===== src/rtl/lsu_mem_stage.sv =====
// MEM-stage load/store unit: issues one request/ready access per load or store,
// lane-aligns store data and byte enables, extends load data, and stalls upstream while busy.
module lsu_mem_stage #(
    parameter int unsigned TIMEOUT_CYCLES = 255
) (
    input  logic        clk,
    input  logic        rst,
    input  logic        mem_read,
    input  logic        mem_write,
    input  logic [2:0]  funct3,
    input  logic [31:0] alu_result,
    input  logic [31:0] store_data,
    output logic        dmem_req,
    output logic        dmem_we,
    output logic [31:0] dmem_addr,
    output logic [31:0] dmem_wdata,
    output logic [3:0]  dmem_be,
    input  logic        dmem_ready,
    input  logic [31:0] dmem_rdata,
    output logic [31:0] load_data,
    output logic        load_valid,
    output logic        stall,
    output logic        fault,
    output logic [1:0]  dbg_state
);

    // Handshake: dmem_req is high for every BUSY cycle and the request fields stay
    // constant; a cycle with dmem_req=1 and dmem_ready=1 completes the access.
    typedef enum logic [1:0] {
        IDLE = 2'd0,
        BUSY = 2'd1,
        DONE = 2'd2
    } state_t;

    localparam logic [8:0] TIMEOUT_W = 9'(TIMEOUT_CYCLES);

    state_t      state;
    state_t      state_next;
    logic [7:0]  wait_cnt;
    logic [8:0]  wait_inc;
    logic [2:0]  ld_funct3;
    logic [1:0]  ld_off;
    logic        ld_op;

    logic        op;
    logic        is_conflict;
    logic        is_illegal;
    logic        is_misaligned;
    logic        op_err;
    logic        accept;
    logic        ready_hit;
    logic        timeout_hit;
    logic [31:0] wdata_lane;
    logic [3:0]  be_lane;
    logic [7:0]  ld_byte;
    logic [15:0] ld_half;
    logic [31:0] ld_ext;

    assign op          = mem_read | mem_write;
    assign is_conflict = mem_read & mem_write;

    always_comb begin
        is_illegal = 1'b0;
        if (mem_write) begin
            is_illegal = !(funct3 == 3'b000 || funct3 == 3'b001 || funct3 == 3'b010);
        end else if (mem_read) begin
            is_illegal = (funct3 == 3'b011) || (funct3[2:1] == 2'b11);
        end
    end

    assign is_misaligned = ((funct3[1:0] == 2'b01) && alu_result[0])
                        || ((funct3[1:0] == 2'b10) && (alu_result[1:0] != 2'b00));
    assign op_err      = op & (is_conflict | is_illegal | is_misaligned);
    assign accept      = (state == IDLE) & op & ~op_err;
    assign ready_hit   = (state == BUSY) & dmem_ready;
    assign wait_inc    = {1'b0, wait_cnt} + 9'd1;
    assign timeout_hit = (state == BUSY) & ~dmem_ready & (wait_inc == TIMEOUT_W);

    always_ff @(posedge clk or posedge rst) begin
        if (rst) begin
            state <= IDLE;
        end else begin
            state <= state_next;
        end
    end

    always_comb begin
        state_next = state;
        case (state)
            IDLE: if (accept) state_next = BUSY;
            BUSY: begin
                if (dmem_ready) begin
                    state_next = DONE;
                end else if (timeout_hit) begin
                    state_next = IDLE;
                end
            end
            DONE:    state_next = IDLE;
            default: state_next = IDLE;
        endcase
    end

    assign dmem_req  = (state == BUSY);
    // Gated by rst so the pipeline is released the instant reset asserts.
    assign stall     = ~rst & (accept | (state == BUSY));
    assign dbg_state = state;

    always_comb begin
        wdata_lane = store_data;
        be_lane    = 4'b1111;
        case (funct3[1:0])
            2'b00: begin
                wdata_lane = {4{store_data[7:0]}};
                be_lane    = 4'b0001 << alu_result[1:0];
            end
            2'b01: begin
                wdata_lane = {2{store_data[15:0]}};
                be_lane    = alu_result[1] ? 4'b1100 : 4'b0011;
            end
            default: begin
                wdata_lane = store_data;
                be_lane    = 4'b1111;
            end
        endcase
    end

    assign ld_byte = dmem_rdata[8*ld_off +: 8];
    assign ld_half = ld_off[1] ? dmem_rdata[31:16] : dmem_rdata[15:0];

    always_comb begin
        ld_ext = dmem_rdata;
        case (ld_funct3)
            3'b000:  ld_ext = {{24{ld_byte[7]}}, ld_byte};
            3'b100:  ld_ext = {24'd0, ld_byte};
            3'b001:  ld_ext = {{16{ld_half[15]}}, ld_half};
            3'b101:  ld_ext = {16'd0, ld_half};
            default: ld_ext = dmem_rdata;
        endcase
    end

    always_ff @(posedge clk or posedge rst) begin
        if (rst) begin
            dmem_we    <= 1'b0;
            dmem_addr  <= 32'd0;
            dmem_wdata <= 32'd0;
            dmem_be    <= 4'd0;
            load_data  <= 32'd0;
            load_valid <= 1'b0;
            fault      <= 1'b0;
            wait_cnt   <= 8'd0;
            ld_funct3  <= 3'd0;
            ld_off     <= 2'd0;
            ld_op      <= 1'b0;
        end else begin
            fault      <= ((state == IDLE) & op_err) | timeout_hit;
            load_valid <= ready_hit & ld_op;
            if (accept) begin
                dmem_addr  <= {alu_result[31:2], 2'b00};
                dmem_we    <= mem_write;
                dmem_be    <= be_lane;
                dmem_wdata <= wdata_lane;
                ld_funct3  <= funct3;
                ld_off     <= alu_result[1:0];
                ld_op      <= mem_read;
                wait_cnt   <= 8'd0;
            end else if ((state == BUSY) && !dmem_ready) begin
                wait_cnt <= wait_inc[7:0];
            end
            // load_data survives stores and faults until the next completed load.
            if (ready_hit && ld_op) begin
                load_data <= ld_ext;
            end
        end
    end

endmodule


===== config.mk =====
export PLATFORM = sky130hd
export DESIGN_NAME = lsu_mem_stage
export DESIGN_NICKNAME = d
export VERILOG_FILES = /design/src/rtl/lsu_mem_stage.sv
export SDC_FILE = /design/constraint.sdc
export NUM_CORES = 1
export LEC_CHECK = 0
export ABC_AREA = 1
export CAP_MARGIN = 15
export CORE_MARGIN = 5
export CORE_UTILIZATION = 45
export CTS_CLUSTER_DIAMETER = 200
export DETAILED_ROUTE_END_ITERATION = 16
export MAX_ROUTING_LAYER = met4
export PLACE_DENSITY = 0.9
export SYNTH_ARGS = -nofsm -noshare
export SYNTH_HDL_FRONTEND = slang
export SYNTH_SLANG_ARGS = --single-unit

===== constraint.sdc =====
create_clock -name clk -period 4.82 [get_ports clk]
set_input_delay 1.205 -clock clk [delete_from_list [all_inputs] [get_ports clk]]
set_output_delay 1.205 -clock clk [all_outputs]
set_load 0.05 [all_outputs]

# == Yosys cells after proc, flatten, opt, wreduce, memory -nomap -nowiden ==
# Index checks and enable logic that the tools add are counted.
# word_totals
ff_bits,117
latch_bits,0
ram_bits,0
romBits,0
input_bits,104
output_inout_bits,107
n_memories,0
# op_classes
n_addsub,1
mul,0
n_div,0
n_lt_le_gt_ge,0
eq_ne,13
shifts,2
mux,13
bitwise,18
reduce_logical,17
# ops
cell,n
case mux 32 bit (4 select lines),1
case mux 32 bit (2 select lines),1
indexed part select 32 x 6 -> 8 bit,1
2-to-1 mux 16 bit,1
2-to-1 mux 8 bit,2
AND 1 bit,10
adder 8 x 1 -> 9 bit (second input constant),1
== test 9 x 8 -> 1 bit (second input constant),1
case mux 4 bit (2 select lines),1
== test 3 x 1 -> 1 bit (second input constant),2
== test 3 x 2 -> 1 bit (second input constant),2
== test 3 bit (second input constant),2
zero test 3 bit,2
2-to-1 mux 2 bit,3
OR 1 bit,5
== test 2 x 1 -> 1 bit (second input constant),2
== test 2 bit (second input constant),2
logical AND 1 bit,4
zero test 2 bit,2
logical OR 1 bit,4
2-to-1 mux 4 bit,1
case mux 2 bit (2 select lines),1
nonzero test 2 bit,2
left shift 1 x 2 -> 4 bit (first input constant),1
6 further kinds,10

# == Longest topological paths before layout ==
# depth
depth_word,12
mapped_depth,11
mapped_depth_nobuf,11

# == Least setup slack after synthesis ==
# No wires, ideal clock.
# synth_timing
kind,input -> output
from,input alu_result[0]
to,output stall
t_arrival_ns,2.779
required_ns,3.615
path_slack_ns,0.836
cell_stages,7
path_buffers,2
path_cell_list,inv_1 o21ai_0 a21oi_2 nand3_2 buf_4 buf_6 a21oi_1
# synth_via
elab_chain_cells,9
# synth_rtl
element,line_no,source
"start, declared",11,"input logic [31:0] alu_result,"
nonzero test 2 bit,72,|| ((funct3[1:0] == 2'b10) && (alu_result[1:0] != 2'b00));
logical AND 1 bit,72,
logical OR 1 bit *,72,
OR 1 bit *,73,assign op_err = op & (is_conflict | is_illegal | is_misaligned);
AND 1 bit *,73,
inverter 1 bit *,74,assign accept = (state == IDLE) & op & ~op_err;
AND 1 bit *,74,
OR 1 bit *,105,assign stall = ~rst & (accept | (state == BUSY));
AND 1 bit *,105,
"end, declared",22,"output logic stall,"
# Mark *: on every way between the ends. The rest lies on a longest branch, timed or not.

# == Worst setup path after layout ==
# layout_timing
from,input funct3[0]
to,output stall
# layout_via
elab_chain_cells,12
# layout_rtl
element,line_no,source
"start, declared",10,"input logic [2:0] funct3,"
== test 3 x 1 -> 1 bit / zero test 3 bit (equally long branches),65,is_illegal = !(funct3 == 3'b000 || funct3 == 3'b001 || funct3 == 3'b010);
logical OR 1 bit (2 in series),65,
zero test 1 bit,65,
2-to-1 mux 1 bit,64,if (mem_write) begin
OR 1 bit,73,
OR 1 bit *,73,
AND 1 bit *,73,
inverter 1 bit *,74,
AND 1 bit *,74,
OR 1 bit *,105,
AND 1 bit *,105,
# Marks and branches as above.

==> run metrics <==
Mapped Cells=723; cell repeated most along the worst path=nand2_1; CP Launch Type=input pin; Vias=~5.6k; sequential share of the synthesized area=0.519; Crit Path Max Fanout=8; Mapped Area=5640 µm²; Std-Cell Rows=40; CTS sink cnt=roughly 120; post-synthesis compound-gate area fraction=0.161; CP delay by family, top=buffers and inverters; crit share post-route=0.816; RSZ-0062 raised after global routing=false; Final Util=0.689; dpl hpwl=12,200 µm; MaxCap Viol Count=0; initial core utilization=0.464; first-pass GRT wire length=27,000 µm; Sequential Area=2930 µm²; hold depth=2; Yosys reg bits=117; drt total wl=17,000 µm; CP Capture Type=primary output; largest family of logic cells by synthesized area=simple AND/OR/NAND/NOR gates; Core ar.=12,200 µm²; Max Buffers Root-to-Sink=2; Max IR drop VDD=432 µV; grt met1 use=0.280; CP max-delay cell=clkdlybuf4s50_1; Reg2Reg Setup Slack=2.44 ns; busiest grt layer=met2; CTS buffer count=17; Die Wd=122 µm; leading cell type in the layout, fill and taps excluded=nand2_1; Tmin final=3.93 ns; setup TNS=0 ns; worst hold endpoint=dmem_addr[22]; Cell variety after synth=31; antenna violations before repair=0; Rel. slew slack=0.256; min-delay src=dmem_addr[22]; CP max stage delay=0.56 ns; Fin. Hold Viols=0; depth of the CTS H-tree=4; Fillers=940; gr ovfl total=0; CP required=roughly 3.6 ns; Critical R2R Launch=dbg_state[0]; multi-input logic area=2230 µm²; crit path cell chain=clkdlybuf4s50_1 > inv_2 > nand2_1 > nand2_1 > a21oi_2 > nand3_4 > a21oi_1 > buf_12; All-Layer GR Usage=0.240; IO Count=211; Placer Congestion=between 0.8 and 0.9; met3 usage=0.0859; Avg WL per Cell=15.5 µm; max-slew violation count=0; diode count=0; outcome=complete, no violations; largest net degree at the start of global routing=66; clk slew on worst S/H paths=0.05 ns; setup bufs post-CTS=0; quantity of hold-fixing buffers added after cts=0; number of port buffers=208; FF-to-FF End=dmem_addr[19]; P_leak=4.01 nW; ANT nets after route=0; clock tree from TritonCTS=yes; yosys warns=0; most frequent cells in the layout=nand2_1, clkdlybuf4s50_1, dfrtp_1, o21ai_0, inv_1; die area=14,900 µm²; P per Cell Area=699 nW/µm²; crit path kind=input pin to primary output; Post-Synth Simple-Gate Area=0.226; syn_area_per_cell=about 8 µm²; area grow syn2layout=48.6%; Hold WC Path Type=register to register; root buffer cell=clkbuf_16; Bufs and invs on worst path=3; DR iter-0 viols=490; DRC=0; Die Y=roughly 120 µm; Synth Area in Adders=0.00444; Clock Skew=0.00619 ns; Synth Area in XOR/XNOR=0.00155; proportion of synthesized area in mux cells=0; nets=slightly above 1k; endpoints failing setup=0; critical path arrival=2.73 ns; CTS resizes=0; Pre-antenna DRT Iters=5; cell count of the worst reg-to-reg path=7; Via density=5.08; vias in the first global route=5,476; Max Freq=254 MHz; Clk Latency, worst-skew pair=0.41 ns; met2 Use GR=0.371; layout cells sized above 1=0.0613; Least-Margin Pin Slew=around 1.1 ns
[state kept, by name (all words and copies together) (netlist names), 2 cells and up]
| signal | count |
|---|---|
| dbg_state | 2 |
| dmem_wdata | 32 |
| dmem_addr | 30 |
| ld_funct3 | 3 |
| wait_cnt | 8 |
| dmem_be | 4 |
| ld_off | 2 |
| load_data | 32 |
[logic make-up (layout without fill, tap and decap cells)]
logic type,after synthesis,after routing
other,1,2
AO/OA/AOI/OAI,163,163
adder cells (fa/ha/maj),2,2
buffers and inverters,122,328
XOR/XNOR,1,1
AND/OR/NAND/NOR,317,317
flip-flops,117,117
[through the flow]
step | setup slack (ns) | std cells | total power, W | area [µm²] | hold WS, ns
global route | 0.766 | 1098 | 0.00617 | 8380 | 0.495
floorplan | 0.514 | 724 | 0.00362 | 5640 | 0.453
global placement | 0.904 | 1069 | 0.00465 | 7840 | 0.462
finish | 0.886 | 1098 | 0.00586 | 8380 | 0.476
detailed placement | 0.802 | 1069 | 0.00470 | 7840 | 0.465
CTS | 0.894 | 1098 | 0.00590 | 8380 | 0.480
[Yosys cell counts]
cell type | number | area, µm²
dfrtp_1 | 117 | 2930
nor2_1 | 24 | 90.1
xor2_1 | 1 | 8.76
o21a_1 | 1 | 7.51
a211oi_1 | 1 | 7.51
nand3_1 | 23 | 115
or2_2 | 16 | 100
a221oi_1 | 13 | 114
buf_4 | 3 | 22.5
nand2_1 | 249 | 935
ha_1 | 2 | 25.0
clkbuf_1 | 17 | 63.8
a21oi_2 | 1 | 8.76
nand2_2 | 1 | 6.26
nor3_1 | 2 | 10.0
buf_2 | 16 | 80.1
a21oi_1 | 38 | 190
a2bb2oi_1 | 1 | 8.76
inv_2 | 3 | 11.3
o21ai_0 | 85 | 425
nand3_2 | 1 | 10.0
buf_6 | 1 | 11.3
buf_1 | 1 | 3.75
o21ai_1 | 11 | 55.1
conb_1 | 1 | 3.75
o21bai_1 | 1 | 7.51
o211ai_1 | 10 | 75.1
nor2_2 | 1 | 6.26
inv_1 | 80 | 300
a31oi_1 | 1 | 6.26
clkinv_1 | 1 | 3.75
[routing by layer]
| metal | part of all wire | vias up | routed length, µm |
|---|---|---|---|
| li1 | - | 2699 | - |
| met1 | 0.39 | 2576 | 6710 |
| met2 | 0.47 | 260 | 7930 |
| met3 | 0.11 | 45 | 1830 |
| met4 | 0.031 | 0 | 533 |
| met5 | 0 | - | 0 |
[worst max path at each step]
stage,startpoint,cells past startpoint,to,slack (ns)
2_1_floorplan,rst,1,dbg_state[0],0.51
3_3_place_gp,funct3[0],10,dmem_addr[26],0.90
3_5_place_dp,funct3[0],10,dmem_addr[19],0.80
4_1_cts,funct3[0],8,stall,0.89
5_1_grt,funct3[0],8,stall,0.77
6_report,funct3[0],8,stall,0.89
[worst register-to-register path, cell delays in order, from the launching register on]
cell,delay [ns]
dfrtp_1,0.41
nor3_1,0.40
nand3_4,0.11
buf_4,0.32
buf_4,0.40
inv_2,0.47
nand2_1,0.12
nand2_1,0.09
[area by class of cell]
class	instances	area share
flip-flops and latches	117	0.349
multi-input cells	485	0.266
repair buffers	215	0.257
clock buffers	25	0.0591
inverters	84	0.0379
well taps	168	0.0251
clock inverters	4	0.00567
[power by group]
| group | leakage [nW] | switching, W | total, W | internal (W) |
|---|---|---|---|---|
| combinational | 2.30 | 0.00203 | 0.00302 | 0.000990 |
| clock | 0.265 | 0.000412 | 0.00116 | 0.000752 |
| sequential | 1.44 | 0.000295 | 0.00168 | 0.00138 |
Power figures use the tool's default switching activity.
